### src/rtl/sram_req_adapter.sv
`default_nettype none
// ============================================================================
// Module  : sram_req_adapter
// Brief   : Valid/ready request front end for a single-port SRAM with
//           1-cycle registered read, plus a credit-limited in-order response
//           FIFO with fall-through for read data.
// Rev     : 1.0  initial release
// ============================================================================
module sram_req_adapter #(
    parameter int  DEPTH      = 128,
    parameter int  DATA_WIDTH = 128,
    parameter int  BYTE_WIDTH = 8,
    parameter int  RSP_DEPTH  = 2,
    localparam int ADDR_WIDTH = $clog2(DEPTH),
    localparam int BE_WIDTH   = (DATA_WIDTH + BYTE_WIDTH - 1) / BYTE_WIDTH,
    localparam int CNT_WIDTH  = $clog2(RSP_DEPTH + 1)
) (
    input  logic                  clk_i,
    input  logic                  rst_i,

    input  logic                  req_valid_i,
    output logic                  req_ready_o,
    input  logic                  req_we_i,
    input  logic [ADDR_WIDTH-1:0] req_addr_i,
    input  logic [BE_WIDTH-1:0]   req_be_i,
    input  logic [DATA_WIDTH-1:0] req_wdata_i,

    output logic                  rsp_valid_o,
    input  logic                  rsp_ready_i,
    output logic [DATA_WIDTH-1:0] rsp_rdata_o,

    output logic                  mem_req_o,
    output logic                  mem_we_o,
    output logic [ADDR_WIDTH-1:0] mem_addr_o,
    output logic [BE_WIDTH-1:0]   mem_be_o,
    output logic [DATA_WIDTH-1:0] mem_wdata_o,
    input  logic [DATA_WIDTH-1:0] mem_rdata_i
);

    localparam int                   PTR_WIDTH = (RSP_DEPTH > 1) ? $clog2(RSP_DEPTH) : 1;
    localparam logic [PTR_WIDTH-1:0] PTR_LAST  = PTR_WIDTH'(RSP_DEPTH - 1);
    localparam logic [CNT_WIDTH:0]   CREDITS   = (CNT_WIDTH + 1)'(RSP_DEPTH);
    localparam logic [CNT_WIDTH-1:0] CNT_ZERO  = '0;
    localparam logic [CNT_WIDTH-1:0] CNT_FULL  = CNT_WIDTH'(RSP_DEPTH);

    logic [DATA_WIDTH-1:0] fifo_mem [RSP_DEPTH];
    logic [PTR_WIDTH-1:0]  wr_ptr;
    logic [PTR_WIDTH-1:0]  rd_ptr;
    logic [CNT_WIDTH-1:0]  count;
    logic                  inflight;

    logic [CNT_WIDTH:0]    outstanding;
    logic                  fifo_empty;
    logic                  accept;
    logic                  push;
    logic                  pop;

    // A read holds a credit from acceptance until its data leaves the block,
    // so the FIFO always has room for whatever comes back from the SRAM.
    assign fifo_empty  = (count == CNT_ZERO);
    assign outstanding = {1'b0, count} + {{CNT_WIDTH{1'b0}}, inflight};
    assign req_ready_o = !rst_i && (outstanding < CREDITS);
    assign accept      = req_valid_i && req_ready_o;

    assign mem_req_o   = accept;
    assign mem_we_o    = req_we_i;
    assign mem_addr_o  = req_addr_i;
    assign mem_be_o    = req_be_i;
    assign mem_wdata_o = req_wdata_i;

    // With nothing buffered, fresh SRAM data bypasses the FIFO entirely.
    assign rsp_valid_o = !fifo_empty || inflight;
    assign rsp_rdata_o = fifo_empty ? mem_rdata_i : fifo_mem[rd_ptr];

    assign pop  = !fifo_empty && rsp_ready_i;
    assign push = inflight && !(fifo_empty && rsp_ready_i);

    always_ff @(posedge clk_i or posedge rst_i) begin
        if (rst_i) begin
            wr_ptr   <= '0;
            rd_ptr   <= '0;
            count    <= '0;
            inflight <= 1'b0;
        end else begin
            inflight <= accept && !req_we_i;
            if (push) begin
                wr_ptr <= (wr_ptr == PTR_LAST) ? '0 : wr_ptr + 1'b1;
            end
            if (pop) begin
                rd_ptr <= (rd_ptr == PTR_LAST) ? '0 : rd_ptr + 1'b1;
            end
            case ({push, pop})
                2'b10:   count <= count + 1'b1;
                2'b01:   count <= count - 1'b1;
                default: count <= count;
            endcase
        end
    end

    always_ff @(posedge clk_i) begin
        if (push) begin
            fifo_mem[wr_ptr] <= mem_rdata_i;
        end
    end

    a_no_overflow: assert property (@(posedge clk_i) disable iff (rst_i)
        !(push && !pop && (count == CNT_FULL)));

endmodule
`default_nettype wire

### config.mk
export PLATFORM = sky130hd
export DESIGN_NAME = sram_req_adapter
export DESIGN_NICKNAME = d
export VERILOG_FILES = /design/src/rtl/sram_req_adapter.sv
export SDC_FILE = /design/constraint.sdc
export NUM_CORES = 1
export LEC_CHECK = 0
export CAP_MARGIN = 20
export CORE_AREA = 5 5 219 221
export CTS_CLUSTER_DIAMETER = 100
export CTS_CLUSTER_SIZE = 8
export DETAILED_ROUTE_END_ITERATION = 7
export DIE_AREA = 0 0 224 226
export MAX_ROUTING_LAYER = met4
export SYNTH_ARGS = -nofsm -noshare
export SYNTH_HDL_FRONTEND = slang
export SYNTH_SLANG_ARGS = --single-unit
### constraint.sdc
create_clock -name clk_i -period 16.4 [get_ports clk_i]
set_clock_uncertainty 0.15 [all_clocks]
set_input_delay 3.28 -clock clk_i [delete_from_list [all_inputs] [get_ports clk_i]]
set_output_delay 3.28 -clock clk_i [all_outputs]
set_load 0.02 [all_outputs]
==> flow_summary.json, run 1 <==
{
  "outcome": "complete, no violations",
  "slew_headroom": 0.293,
  "final_common_cell": "clkdlybuf4s50_1",
  "path_cells": "clkdlybuf4s50_1, a211oi_1, and2_1, clkdlybuf4s50_1",
  "vdd_drop_max_mv": 0.120,
  "cts_resized": 0,
  "grt_start_max_net_pins": 93,
  "worstSkewPairLatency_ns": 0.54,
  "power_frac_comb": 0.448,
  "cap_violations": 0,
  "layout_common_cells": "clkdlybuf4s50_1 (264), edfxtp_1 (256), nor2_1 (129)",
  "worst_slew_pin_slew_ns": 1.06,
  "dp.final_hpwl_um": 16800,
  "die-area_sq_mm": 0.0506,
  "detailedPlace.worstSlack_ns": 8.10,
  "leakagePower_nw": 5.22,
  "fin_crit_ns": 8.23,
  "p_clk_frac": 0.253,
  "p_sw_frac": 0.357,
  "worstHoldStart": "wr_ptr",
  "finish.utilization": 0.325,
  "end_kind": "primary output",
  "power_density_mw_per_mm2": 180,
  "dpl_cell_area_sq_mm": 0.0139,
  "avgSynthCellArea_sq_um": 13.9,
  "slowest_stage": "clkdlybuf4s50_1",
  "initial_core_util": 0.261,
  "gp_congestion": 0.727,
  "fin_ws_ns": 8.17,
  "rsz0062_at_grt": "no",
  "final_nets": 1261,
  "clk_pin_slew_ns": 0.05,
  "drive_above_1_share": 0.0740,
  "crit_start": "rst_i",
  "p_switching_w": 0.000962,
  "area.sequential_sq_mm": 0.00782,
  "routed_wirelength_um": 26000,
  "antenna_left": 0,
  "fillers": 4550,
  "critPathMaxStageDelay_ns": 0.61,
  "area_growth_pct": 24.6,
  "die_width_um": 224,
  "ys_seq_area_frac": 0.652,
  "crit_path_frequent_cell": "clkdlybuf4s50_1",
  "post_cts_buffers": 0,
  "crit_required_ns": 12.97,
  "worstPathMaxFanout": 2,
  "maxSlewViolCount": 0,
  "port_buffers": 264,
  "cts_sinks": 261,
  "rr_startpoint": "count[0]",
  "die_h_um": 226,
  "h-tree-depth": 2,
  "post-route-period-util": 0.502,
  "critPathLaunchType": "input pin",
  "crit_type": "input pin to primary output",
  "netlist_instances": 860,
  "antenna_found_initial": 1,
  "avgRoutedWirePerCell_um": 16.3,
  "synth_fp_nets": 1145,
  "grt.overflow.total": 0,
  "coreArea_sq_mm": 0.0460,
  "rows": 79,
  "grt.total_usage": 0.100,
  "setup_viol": 0,
  "first_pass_iters": 6,
  "cts_buffers": 38,
  "drc_errors": 0,
  "ys_ff_latch": 261,
  "ys.warnings.count": 0,
  "synthDistinctLibCells": 21,
  "grt_pass1_vias": 6888,
  "cts_tree": "yes",
  "hold-worst-slack_ns": 0.393,
  "multi_input_area_sq_mm": 0.00261,
  "yosysTopAreaCell": "edfxtp_1",
  "io_pins": 567,
  "fmax_mhz": 122,
  "pwr-share-seq": 0.299,
  "vias_per_cell": 4.17,
  "synth_top_cell_area_share": 0.642,
  "hp-class": "flip-flop to flip-flop",
  "arrival_ns": 4.80,
  "vias": 6649,
  "synth_area_leaders": "edfxtp_1 (64%), mux2i_1 (11%), buf_4 (9.6%), a21oi_1 (4.6%), nor2_1 (4.1%)",
  "cts_root_buf": "clkbuf_16",
  "postCtsHoldBufs": 0,
  "drt_iter0_drc": 230,
  "hold_violations": 0,
  "internal-power_w": 0.00173,
  "stdcell_area_sq_mm": 0.0149,
  "grt_pass1_wl_um": 39100,
  "clockBufferDepth": 3,
  "fin_setup_tns_ns": 0,
  "synth_area_sq_mm": 0.0120
}
## cell usage after synthesis, drive strengths merged
master / number
o21ai: 1
a21oi: 128
mux2i: 128
xnor2: 3
inv: 3
dfrtp: 5
nor2b: 1
or2: 1
nor2: 131
ha: 1
xor2: 2
buf: 196
and2: 2
edfxtp: 256
a211oi: 1
or3: 1
## power by group through the flow
stage                     clock network (W)  logic (W)  registers, W
after floorplan                           0   0.000824      0.000806
after global placement                    0    0.00123      0.000819
after detailed placement                  0    0.00123      0.000820
after CTS                          0.000710    0.00123      0.000807
after global routing               0.000736    0.00129      0.000810
final                              0.000680    0.00121      0.000806
## area by class of cell
cell class              instances  area share
flip-flops and latches        261       0.524
repair buffers                272       0.181
multi-input cells             400       0.175
clock buffers                  46      0.0657
well taps                     607      0.0509
clock inverters                 4     0.00260
inverters                       3    0.000755
diodes                          1    0.000168
## flip-flops by register name (all words and copies together) (netlist names)
register / cells
fifo_mem: 256
rd_ptr: 1
inflight: 1
count: 2
wr_ptr: 1
## routing by layer
metal	global-route usage	wire (um)	vias to the layer above
met1	0.114	10700	3106
li1	-	-	3173
met3	0.0463	2250	68
met2	0.156	12300	302
met4	0.0356	709	0
met5	-	0	-
## through the flow
step,std cells,power (W)
global route,1594,0.00284
finish,1594,0.00269
global placement,1543,0.00205
detailed placement,1543,0.00205
CTS,1593,0.00275
floorplan,860,0.00163
## path summary, 6_finish.rpt
path / end / slack, ns / depth (start not counted)
setup / recovery: mem_req_o / 8.17 / 4
hold / removal: wr_ptr / 0.39 / 1
setup reg to reg: fifo_mem[0][69] / 13.07 / 4
hold reg to reg: wr_ptr / 0.39 / 1
max in group asynchronous: rd_ptr / 13.02 / 2
min in group asynchronous: count[1] / 2.86 / 2
## critical path, delay by kind of cell
family,cells,cell delay [ns]
buf+inv,2,1.04
compound gates,1,0.29
simple gates,1,0.19
## kinds of logic (layout without fill, tap and decap cells)
group | count (synthesis) | count (layout) | share of synthesized area
and+or+nand+nor | 136 | 136 | 0.0437
buffers and inverters | 199 | 325 | 0.131
xor gates and xnor gates | 5 | 5 | 0.00366
DFF | 261 | 261 | 0.652
other | 0 | 1 | 0
adders and majority gates | 1 | 1 | 0.00104
AOI/OAI and AO/OA | 130 | 130 | 0.0611
muxes | 128 | 128 | 0.107
(Power assumes the default switching activity.)
==> inputs of run 2 (changes only) <==
Settings changed: CORE_AREA 5 5 219 221 to 5 5 220 222, DIE_AREA 0 0 224 226 to 0 0 225 227.
Clock period 16.4 ns to 7.9 ns, I/O delays scaled along.
==> run 2 against run 1 <==
Flip-flop and latch count unchanged; critical path depth increased by 1; core utilization decreased by 0.090 points; non-clock buffer count unchanged; highest routed layer unchanged; global-route usage increased by 0.071 points; routed wire length increased by 2.9%; clock-buffer cell count unchanged; hold slack improved by 0.0067 ns.
==> flow_summary.json, run 2 (synthesis results as in run 1) <==
{
  "outcome": "complete, no violations",
  "dp.final_hpwl_um": 17200,
  "hp-class": "flip-flop to flip-flop",
  "crit_type": "flip-flop to primary output",
  "slew_headroom": 0.406,
  "io_pins": 567,
  "fmax_mhz": 194,
  "grt_pass1_wl_um": 39200,
  "first_pass_iters": 4,
  "clockBufferDepth": 3,
  "p_clk_frac": 0.253,
  "clk_pin_slew_ns": 0.05,
  "worst_slew_pin_slew_ns": 0.889,
  "arrival_ns": 3.42,
  "final_nets": 1261,
  "hold_violations": 0,
  "power_density_mw_per_mm2": 375,
  "die_h_um": 227,
  "reg.largest.list": "fifo_mem x256, count x2",
  "hold-worst-slack_ns": 0.400,
  "cap_violations": 0,
  "maxSlewViolCount": 0,
  "internal-power_w": 0.00360,
  "grt_start_max_net_pins": 125,
  "setup_viol": 0,
  "fin_setup_tns_ns": 0,
  "crit_required_ns": 6.17,
  "p_switching_w": 0.00200,
  "pwr-share-seq": 0.298,
  "rr_startpoint": "count[0]",
  "multi_input_area_sq_mm": 0.00261,
  "cts_buffers": 38,
  "area_growth_pct": 24.7,
  "final_common_cell": "clkdlybuf4s50_1",
  "cts_tree": "yes",
  "die-area_sq_mm": 0.0511,
  "port_buffers": 264,
  "grt.overflow.total": 0,
  "initial_core_util": 0.260,
  "rows": 79,
  "largest_register_ffs": 256,
  "avgRoutedWirePerCell_um": 16.8,
  "grt_pass1_vias": 6753,
  "vias_per_cell": 4.19,
  "end_kind": "primary output",
  "antenna_found_initial": 0,
  "cts_resized": 0,
  "worstPathMaxFanout": 86,
  "gr-usage-met1": 0.113,
  "vias": 6667,
  "area.sequential_sq_mm": 0.00782,
  "power_frac_comb": 0.449,
  "layout_common_cells": "clkdlybuf4s50_1 (264), edfxtp_1 (256), nor2_1 (129)",
  "rsz0062_at_grt": "no",
  "coreArea_sq_mm": 0.0462,
  "crit_start": "count[0]",
  "worstHoldStart": "wr_ptr",
  "leakagePower_nw": 5.23,
  "critPathLaunchType": "flip-flop",
  "post-route-period-util": 0.652,
  "gp_congestion": 0.724,
  "grtUsageMet3": 0.0407,
  "grt.total_usage": 0.101,
  "largest-register": "fifo_mem",
  "p_sw_frac": 0.358,
  "routed_wirelength_um": 26800,
  "fin_crit_ns": 5.15,
  "vdd_drop_max_mv": 0.203,
  "grt_busiest_layer": "met2",
  "worstSkewPairLatency_ns": 0.53,
  "fillers": 4558,
  "drc_errors": 0,
  "die_width_um": 225,
  "h-tree-depth": 2,
  "cts_root_buf": "clkbuf_16",
  "post_cts_buffers": 0,
  "grt_use_met2": 0.157,
  "drt_iter0_drc": 415,
  "postCtsHoldBufs": 0,
  "drive_above_1_share": 0.0740,
  "cts_sinks": 261,
  "diodes": 0,
  "antenna_left": 0
}
## run 2: path summary, 6_finish.rpt
kind	slack, ns	depth (start not counted)	endpoint
worst max-delay path	2.75	5	rsp_rdata_o[58]
worst min-delay path	0.40	1	wr_ptr
worst max register to register	4.17	5	fifo_mem[1][105]
worst min register to register	0.40	1	wr_ptr
max in group asynchronous	6.23	2	rd_ptr
min in group asynchronous	1.16	2	count[0]
## run 2: critical path, cell delays in order, from the launching register on
cell             delay (ns)
dfrtp_1                0.46
or2_4                  0.56
buf_4                  0.72
nor2_1                 0.09
a21oi_1                0.29
clkdlybuf4s50_1        0.67
## run 2: power by group through the flow
stage          Sequential [W]  Clock [W]  Combinational, W
6_report              0.00167    0.00142           0.00252
5_1_grt               0.00168    0.00154           0.00268
4_1_cts               0.00167    0.00147           0.00257
3_5_place_dp          0.00169          0           0.00255
3_3_place_gp          0.00169          0           0.00255
2_1_floorplan         0.00167          0           0.00171
## run 2: cell type report
class | instances | area share
repair buffers | 272 | 0.183
multi-input cells | 400 | 0.175
flip-flops and latches | 261 | 0.523
inverters | 3 | 0.000754
clock buffers | 46 | 0.0656
well taps | 607 | 0.0508
clock inverters | 4 | 0.00260
## run 2: metal layers
metal / vias to the layer above / routed length, um / share of wire
li1: 3177 / - / -
met1: 3122 / 10700 / 0.40
met2: 302 / 12900 / 0.48
met3: 66 / 2420 / 0.090
met4: 0 / 833 / 0.031
met5: - / 0 / 0
## run 2: stage by stage
| step | area, sq um | setup WS [ns] | utilization | std cells | power, W |
|---|---|---|---|---|---|
| after floorplan | 12000 | 0.0673 | - | 860 | 0.00338 |
| after global placement | 13900 | 3.06 | 0.302 | 1543 | 0.00424 |
| after detailed placement | 13900 | 3.05 | 0.302 | 1543 | 0.00425 |
| after CTS | 14900 | 2.60 | 0.324 | 1593 | 0.00571 |
| after global routing | 14900 | 2.49 | 0.324 | 1593 | 0.00590 |
| final | 14900 | 2.75 | 0.324 | 1593 | 0.00560 |
